===== src/rtl/cdcm8_rx_aligner_if.sv =====
// rtl/cdcm8_rx_aligner_if.sv - word-in / aligned-symbol-out bundle for the CDCM-8 receive aligner
interface cdcm8_rx_aligner_if;
    logic [7:0] dInFromDevice;
    logic [7:0] dOutAligned;
    logic       symValid;
    logic       symData;
    logic       symIdle;
    logic       symError;
    logic [2:0] bitSlipNum;
    logic       isLocked;
    logic       scanFailed;

    modport master (
        output dInFromDevice,
        input  dOutAligned, symValid, symData, symIdle, symError,
        input  bitSlipNum, isLocked, scanFailed
    );

    modport slave (
        input  dInFromDevice,
        output dOutAligned, symValid, symData, symIdle, symError,
        output bitSlipNum, isLocked, scanFailed
    );
endinterface


===== src/rtl/cdcm8_rx_aligner.sv =====
// rtl/cdcm8_rx_aligner.sv - CDCM-8 receive word aligner: rotation search on F0 idle, lock, symbol decode
module cdcm8_rx_aligner #(
    parameter int kDevW     = 8,
    parameter int kCheckLen = 64,
    parameter int kLossThr  = 4,
    parameter int kMaxSweep = 16
) (
    input  logic               clkIn,
    input  logic               rstN,
    cdcm8_rx_aligner_if.slave  bus
);
    localparam logic [7:0] SYM_IDLE  = 8'hF0;
    localparam logic [7:0] SYM_ONE   = 8'hF8;
    localparam logic [7:0] SYM_ZERO  = 8'hE0;
    localparam logic [7:0] LAST_MATCH = 8'(kCheckLen - 1);
    localparam logic [3:0] LAST_ERR   = 4'(kLossThr - 1);
    localparam logic [7:0] SWEEP_LIM  = 8'(kMaxSweep);
    localparam logic [1:0] FILL_DONE  = 2'd3;

    typedef enum logic {
        SEARCH = 1'b0,
        LOCKED = 1'b1
    } state_t;

    state_t             state;
    logic [kDevW-1:0]   cur_word;
    logic [kDevW-1:0]   prev_word;
    logic [kDevW-1:0]   stage1;
    logic [2:0]         rot;
    logic [1:0]         fill_cnt;
    logic [7:0]         match_cnt;
    logic [7:0]         sweep_cnt;
    logic [3:0]         err_cnt;
    logic               sym_valid;
    logic               sym_data;
    logic               sym_idle;
    logic               sym_error;
    logic               is_locked;
    logic               scan_failed;

    logic [2*kDevW-1:0] win;
    logic [2*kDevW-1:0] win_shifted;
    logic [kDevW-1:0]   aligned;
    logic               stage1_err;
    logic               in_locked;

    function automatic logic is_symbol_error(input logic [7:0] w);
        return !(w == SYM_IDLE || w == SYM_ONE || w == SYM_ZERO);
    endfunction

    // Rotation r picks win[15-r -: 8]; shifting left by r brings that slice to the top byte.
    assign win         = {prev_word, cur_word};
    assign win_shifted = win << rot;
    assign aligned     = win_shifted[2*kDevW-1 -: kDevW];
    assign stage1_err  = is_symbol_error(stage1);
    assign in_locked   = (state == LOCKED);

    always_ff @(posedge clkIn or negedge rstN) begin
        if (!rstN) begin
            state       <= SEARCH;
            cur_word    <= '0;
            prev_word   <= '0;
            stage1      <= '0;
            rot         <= '0;
            fill_cnt    <= '0;
            match_cnt   <= '0;
            sweep_cnt   <= '0;
            err_cnt     <= '0;
            sym_valid   <= 1'b0;
            sym_data    <= 1'b0;
            sym_idle    <= 1'b0;
            sym_error   <= 1'b0;
            is_locked   <= 1'b0;
            scan_failed <= 1'b0;
        end else begin
            cur_word  <= bus.dInFromDevice;
            prev_word <= cur_word;
            stage1    <= aligned;

            // Decode stage reports the symbol the FSM examines this cycle.
            sym_valid <= in_locked;
            is_locked <= in_locked;
            sym_idle  <= in_locked && (stage1 == SYM_IDLE);
            sym_data  <= in_locked && (stage1 == SYM_ONE);
            sym_error <= in_locked && stage1_err;

            case (state)
                SEARCH: begin
                    // fill_cnt holds off evaluation until stage1 reflects the current rotation.
                    if (fill_cnt != FILL_DONE) begin
                        fill_cnt <= fill_cnt + 2'd1;
                    end else if (stage1 == SYM_IDLE) begin
                        if (match_cnt == LAST_MATCH) begin
                            state       <= LOCKED;
                            match_cnt   <= '0;
                            err_cnt     <= '0;
                            scan_failed <= 1'b0;
                        end else begin
                            match_cnt <= match_cnt + 8'd1;
                        end
                    end else begin
                        match_cnt <= '0;
                        rot       <= rot + 3'd1;
                        fill_cnt  <= 2'd1;
                        if (rot == 3'd7) begin
                            if (sweep_cnt != 8'hFF) begin
                                sweep_cnt <= sweep_cnt + 8'd1;
                            end
                            if (8'(sweep_cnt + 8'd1) == SWEEP_LIM) begin
                                scan_failed <= 1'b1;
                            end
                        end
                    end
                end

                LOCKED: begin
                    if (stage1_err) begin
                        if (err_cnt == LAST_ERR) begin
                            state     <= SEARCH;
                            match_cnt <= '0;
                            sweep_cnt <= '0;
                            err_cnt   <= '0;
                        end else begin
                            err_cnt <= err_cnt + 4'd1;
                        end
                    end else begin
                        err_cnt <= '0;
                    end
                end

                default: state <= SEARCH;
            endcase
        end
    end

    assign bus.dOutAligned = stage1;
    assign bus.symValid    = sym_valid;
    assign bus.symData     = sym_data;
    assign bus.symIdle     = sym_idle;
    assign bus.symError    = sym_error;
    assign bus.bitSlipNum  = rot;
    assign bus.isLocked    = is_locked;
    assign bus.scanFailed  = scan_failed;
endmodule


===== src/flat_wrapper.sv =====
// flat-port wrapper written by rule: the top's interface ports become plain ports
module cdcm8_rx_aligner_flat 
#(
    parameter int kDevW     = 8,
    parameter int kCheckLen = 64,
    parameter int kLossThr  = 4,
    parameter int kMaxSweep = 16
)
  (clkIn, rstN, bus_dInFromDevice, bus_dOutAligned, bus_symValid, bus_symData, bus_symIdle, bus_symError, bus_bitSlipNum, bus_isLocked, bus_scanFailed);
  cdcm8_rx_aligner_if bus_i ();
  input  logic clkIn;
  input  logic rstN;
  input wire logic [$bits(bus_i.dInFromDevice)-1:0] bus_dInFromDevice;
  output wire logic [$bits(bus_i.dOutAligned)-1:0] bus_dOutAligned;
  output wire logic [$bits(bus_i.symValid)-1:0] bus_symValid;
  output wire logic [$bits(bus_i.symData)-1:0] bus_symData;
  output wire logic [$bits(bus_i.symIdle)-1:0] bus_symIdle;
  output wire logic [$bits(bus_i.symError)-1:0] bus_symError;
  output wire logic [$bits(bus_i.bitSlipNum)-1:0] bus_bitSlipNum;
  output wire logic [$bits(bus_i.isLocked)-1:0] bus_isLocked;
  output wire logic [$bits(bus_i.scanFailed)-1:0] bus_scanFailed;
  assign bus_i.dInFromDevice = bus_dInFromDevice;
  assign bus_dOutAligned = bus_i.dOutAligned;
  assign bus_symValid = bus_i.symValid;
  assign bus_symData = bus_i.symData;
  assign bus_symIdle = bus_i.symIdle;
  assign bus_symError = bus_i.symError;
  assign bus_bitSlipNum = bus_i.bitSlipNum;
  assign bus_isLocked = bus_i.isLocked;
  assign bus_scanFailed = bus_i.scanFailed;
  cdcm8_rx_aligner #(.kDevW(kDevW), .kCheckLen(kCheckLen), .kLossThr(kLossThr), .kMaxSweep(kMaxSweep)) u_core (.clkIn(clkIn), .rstN(rstN), .bus(bus_i));
endmodule

===== config.mk =====
export PLATFORM = sky130hd
export DESIGN_NAME = cdcm8_rx_aligner_flat
export DESIGN_NICKNAME = d
export VERILOG_FILES = /design/src/rtl/cdcm8_rx_aligner_if.sv /design/src/rtl/cdcm8_rx_aligner.sv /design/src/flat_wrapper.sv
export SDC_FILE = /design/constraint.sdc
export NUM_CORES = 1
export LEC_CHECK = 0
export ABC_CLOCK_PERIOD_IN_PS = 2300
export CORE_UTILIZATION = 59
export CTS_BUF_LIST = sky130_fd_sc_hd__clkbuf_4 sky130_fd_sc_hd__clkbuf_8
export DETAILED_ROUTE_END_ITERATION = 12
export GPL_TIMING_DRIVEN = 0
export PLACE_DENSITY = 0.82
export SETUP_SLACK_MARGIN = 0.02
export SLEW_MARGIN = 20
export SYNTH_ARGS = -nofsm -noshare
export SYNTH_HDL_FRONTEND = slang
export SYNTH_SLANG_ARGS = --single-unit

===== constraint.sdc =====
create_clock -name clkIn -period 2.3 [get_ports clkIn]
set_input_delay 0.46 -clock clkIn [delete_from_list [all_inputs] [get_ports clkIn]]
set_output_delay 0.46 -clock clkIn [all_outputs]
set_load 0.02 [all_outputs]

# Word level (Yosys, flattened, before mapping)
# Index checks and enable logic that the tools add are counted.
# op_classes
n_eq_ne	19
addsub	5
reduce_logical	14
mux	29
n_shift	1
n_bitwise	3
# op_table
op	count
$mux W8	9
$pmux W8 S2	2
$eq A8 B8 Y1 const B	3
$mux W4	5
$add A8 B1 Y8 const B	2
$shl A16 B3 Y16	1
$ne A2 B2 Y1 const B	7
$mux W1	9
$reduce_and A3 Y1	3
$eq A8 B5 Y1 const B	1
$eq A8 B6 Y1 const B	1
$ne A2 B1 Y1 const B	4
$ne A8 B8 Y1 const B	1
$pmux W4 S2	1
$reduce_and A6 Y1	1
$reduce_and A5 Y1	1
$add A4 B1 Y4 const B	1
$eq A4 B2 Y1 const B	1
$mux W2	2
$reduce_bool A2 Y1	2
$add A3 B1 Y3 const B	1
$eq A3 B3 Y1 const B	1
$logic_and A1 B1 Y1	3
$not A1 Y1	3
5 further kinds	6
# totals
register_bits	55
output_inout_bits	17
wordCells	85

# Logic depth before layout (Yosys ltp)
# Gate-level depths: netlist of run 1.
# logic_depth
depth_word	6
mapped_depth	6
depth_no_buf	5

# Worst setup path after synthesis of run 1
# OpenSTA, ideal clock, no wires.
# synth_timing
path_type	register -> register
startpoint	register u_core.stage1[2] (netlist: u_core.bus.dOutAligned[2])
endpoint	register u_core.err_cnt[2]
arrival_time_ps	1919
setup_time_ps	126
n_path_buf	1
path_stages_with_launch	6
synth_period_minus_slack_ps	2045
t_required_ps	2174
setup_slack_ps	255
path_cell_list	dfrtp_1 or4b_4 buf_6 o31a_4 and4b_1 a221o_1
# synth_between
elab_chain_len	5
elab_cells_between_ends	9
classes_between	4 x eq/ne; 2 x mux; 3 x reduce/logical
# synth_lines
element	line	text
from (decl)	cdcm8_rx_aligner.sv:28	logic [kDevW-1:0] stage1;
from (signal assigned)	cdcm8_rx_aligner.sv:78	stage1 <= aligned;
$eq A8 B8 Y1 (on tied branches)	cdcm8_rx_aligner.sv:48, cdcm8_rx_aligner.sv:92	
$logic_or A1 B1 Y1 (2 in series)	cdcm8_rx_aligner.sv:48	return !(w == SYM_IDLE || w == SYM_ONE || w == SYM_ZERO);
$mux W4	cdcm8_rx_aligner.sv:117	if (stage1_err) begin
$pmux W4 S2	cdcm8_rx_aligner.sv:87	case (state)
to (signal assigned)	cdcm8_rx_aligner.sv:124	err_cnt <= err_cnt + 4'd1;
to (decl)	cdcm8_rx_aligner.sv:33	logic [3:0] err_cnt;
# Several ways; a longest one is shown, not always the timed one.
# A chain may end at the register's enable or synchronous reset.

# Worst setup path in the final report of run 1
# layout_timing
startpoint	register u_core.stage1[2] (netlist: u_core.bus.dOutAligned[2])
endpoint	register u_core.sweep_cnt[0]
# layout_between
elab_chain_len	5
elab_cells_between_ends	8
classes_between	5 x eq/ne; 3 x reduce/logical
# layout_lines
element	line	text
$eq A8 B8 Y1 (on tied branches)	cdcm8_rx_aligner.sv:48, cdcm8_rx_aligner.sv:92	
$logic_or A1 B1 Y1 (2 in series)	cdcm8_rx_aligner.sv:48	
$ne A2 B2 Y1 (no line)	--	
$reduce_and A6 Y1 (no line) *	--	
to (signal assigned)	cdcm8_rx_aligner.sv:107	sweep_cnt <= sweep_cnt + 8'd1;
to (decl)	cdcm8_rx_aligner.sv:32	logic [7:0] sweep_cnt;
# Every way passes the cells marked *; elsewhere a longest branch is shown, timed or not.

==> results.cfg, run 1 <==
[critical_path]
worstPathCellList = or4b_4, buf_6, o311ai_4, o21a_1, mux2_2
r2r_cells = 5
cp-endpoint = u_core.sweep_cnt[0]
cp.arrival_ns = 2.38
startpoint = u_core.bus.dOutAligned[2]
worstSetupEndpointType = flop
path_delay_family = compound AO/OA/AOI/OAI gates
timing.rr.start = u_core.bus.dOutAligned[2]
worstSetupPathType = reg2reg
crit_fanout = 10
r2r-end = u_core.sweep_cnt[0]
critPathRequiredTime_ns = 2.55
cpPeakStageDelay_ns = 0.53
startpoint_type = flop
cpMaxStageDelayCell = or4b_4
critical_path_buf_inv_count = 1
reg2reg_slack_ns = 0.17
cp.depth = 5

[yosys]
yosysMostFrequentCell = dfrtp_1
synth_top_family_by_area = simple AND/OR/NAND/NOR gates
synth_xor_area_frac = 0.01309
synth-simple-area-share = 0.1571
ys_async_sr_fraction = 1.000
synth_seq_cells = 55
synth_edf_count = 0
syn_nets = 252
synthAdderAreaFrac = 0.03273
ys_seq_area_frac = 0.5143
synth.area.mux_share = 0.1155
synth_top_area_frac = 0.5143
synth_commonest_cells = 55 x dfrtp_1, 18 x nand2_1, 14 x mux2i_1
yosysUniqueCellTypes = 50
syn_avg_cell_area_sq_um = 11.39
yosys-top-cells-area = dfrtp_1 51%, mux2i_1 5.2%, mux2_2 3.8%
syn_inst = 235
synth_area_sq_um = 2676
ys.flop_type = dfrtp_1
synth_top_area_cell = dfrtp_1
synth_compound_area_frac = 0.1384
synth_warnings = 0

[sta]
hold_violations = 0
setup_viol_count_final = 0
fin_crit_sh = 0.9267
tightest_slew_ns = 0.6558
setup_tns_ns = 0
slew_viol_final = 0
fin_ws_ns = 0.1687
rsz0062_at_grt = no
layout_min_cycle_time_ns = 2.131
fin_worst_skew_ns = 0.006722
max_clock_freq_mhz = 469.2
relSlewSlack = 0.5628

[final_layout]
fin_util = 0.7126
drive_gt1_frac = 0.1115
diodes = 0
seqCellArea_sq_um = 1376
nNetsFinal = 285
finalInstanceArea_sq_um = 3103
multi_input_area_sq_um = 1227
num-fill-cells = 316
area_delta_synth_final_pct = 15.94

[place]
dp_slack_ns = 0.1852
dpl.hpwl_mm = 3.485
placedInstanceArea_sq_um = 2999
port_buffers = 26
globalplace.congestion = 0.9097

[routing]
viasPerCell = 6.125
wl_met2_mm = 2.418
drt_iter0_drc = 133
wl_met1_mm = 2.281
routedWlPerCell_um = 15.31
met3WireLength_um = 168
routed.top_layer = met4
wirelength_mm = 4.913
ant_nets = 0
drc = 0
drtPass1Iterations = 5
vias = 1966

[cts]
root_buffer = clkbuf_8
htreeDepth = 2
cts.path.max_buffers = 2
clock-sinks = 55
cts_setup_buffers = 0
path_clk_slew_ns = 0.10
cts_inserted_buffers = 5
clk_latency_ns = 0.31
cts_tree = yes

[floorplanning]
initial_core_util = 0.6147
rows = 24
core-area_sq_um = 4354
boundaryPins = 27
dieArea_sq_um = 4809
die_y_um = 69.35
die_x_um = 69.35

[min_path]
hold_path.class = in2async

[global_route]
grt_start_max_net_pins = 56
antenna_found_initial = 0
grt_pass1_wl_mm = 8.349
grt_pass1_vias = 1842
gr-total-overflow = 0
grt.total_usage = 0.2161

[power_and_ir_drop]
total_power_mw = 3.147
peakVddDrop_mv = 0.6347
pwr_density_cell_nw_per_um2 = 1014
p_leak_nw = 1.334

[status]
outcome = finished clean

[run]
cap_violations = 0
[kinds of logic (layout without fill, tap and decap cells)]
logic type      Yosys count  in the layout
compound gates           50             50
xor+xnor                  4              4
fa+ha+maj                 7              7
buf+inv                  17             51
flops                    55             55
mux                      26             26
simple gates             76             76
[placed cells by master, fill, tap and decap left out, types with 4 or more instances in the layout]
cell type,instances
and3_1,6
clkdlybuf4s50_1,25
and2_1,4
nor3_1,4
o21ai_0,13
clkbuf_8,6
inv_1,5
clkbuf_1,8
nand3_1,12
dfrtp_1,55
a21oi_1,7
nand2b_1,4
a31oi_1,5
ha_1,7
mux2_2,9
nand2_1,18
mux2i_1,14
nor2_1,7
[sequential cells by signal, indices dropped and copies added (netlist names)]
signal / flops
u_core.err_cnt: 4
u_core.in_locked: 1
u_core.prev_word: 8
u_core.cur_word: 8
u_core.match_cnt: 8
u_core.bus.symValid: 1
u_core.bus.bitSlipNum: 3
u_core.bus.dOutAligned: 8
u_core.fill_cnt: 2
u_core.bus.symError: 1
u_core.sweep_cnt: 8
u_core.bus.symIdle: 1
u_core.bus.scanFailed: 1
u_core.bus.symData: 1
[layout make-up]
cell class                 instances  area share
multi-input combinational        163      0.3956
timing repair buffer              26     0.08306
buffer                            12     0.01895
tap                               52     0.02097
inverter                           5    0.006048
sequential                        55      0.4435
clock inverter                     2    0.005242
clock buffer                       6     0.02661
[routing by layer]
metal / GRT usage / vias up
li1: - / 943
met1: 0.2950 / 969
met2: 0.3560 / 47
met4: 0.05215 / 0
met3: 0.04506 / 7
met5: 0 / -
[timing repair]
action	CTS	global route
endpoints found under the setup margin	0	1
resized for setup	0	1
hold buffers	0	0
[worst min-delay path by stage]
| stage | slack [ns] | end | from |
|---|---|---|---|
| 3_3_place_gp | 0.33 | u_core.prev_word[0] | u_core.cur_word[0] |
| 3_5_place_dp | 0.34 | u_core.prev_word[0] | u_core.cur_word[0] |
| 5_1_grt | 0.23 | u_core.err_cnt[2] | rstN |
| 6_report | 0.17 | u_core.err_cnt[1] | rstN |
| 2_1_floorplan | 0.16 | u_core.bus.bitSlipNum[0] | rstN |
| 4_1_cts | 0.20 | u_core.err_cnt[1] | rstN |
[worst reg2reg max path, stage by stage, from the launching register on]
cell and delay, ns:
dfrtp_1 0.39, or4b_4 0.53, buf_6 0.16, o311ai_4 0.48
o21a_1 0.32, mux2_2 0.19
[report_power, final]
| part | switching [mW] | leakage, nW | total [mW] | internal (mW) |
|---|---|---|---|---|
| combinational | 0.709 | 0.595 | 1.32 | 0.610 |
| sequential | 0.137 | 0.692 | 1.27 | 1.13 |
| clock | 0.314 | 0.0474 | 0.561 | 0.246 |
| total | 1.16 | 1.33 | 3.15 | 1.99 |
[stage by stage]
step                      cells  hold WS [ns]
after detailed placement    313        0.3418
after global placement      313        0.3322
final                       321        0.1687
after floorplan             235        0.1644
after global routing        321        0.2310
after CTS                   321        0.1962
No activity file was read; power rests on OpenSTA's default activity.
==> run 2: changes to the inputs <==
Settings changed: TNS_END_PERCENT set to 50.
==> results of run 2 <==
Final layout, timing and power as in run 1 (identical DEF).
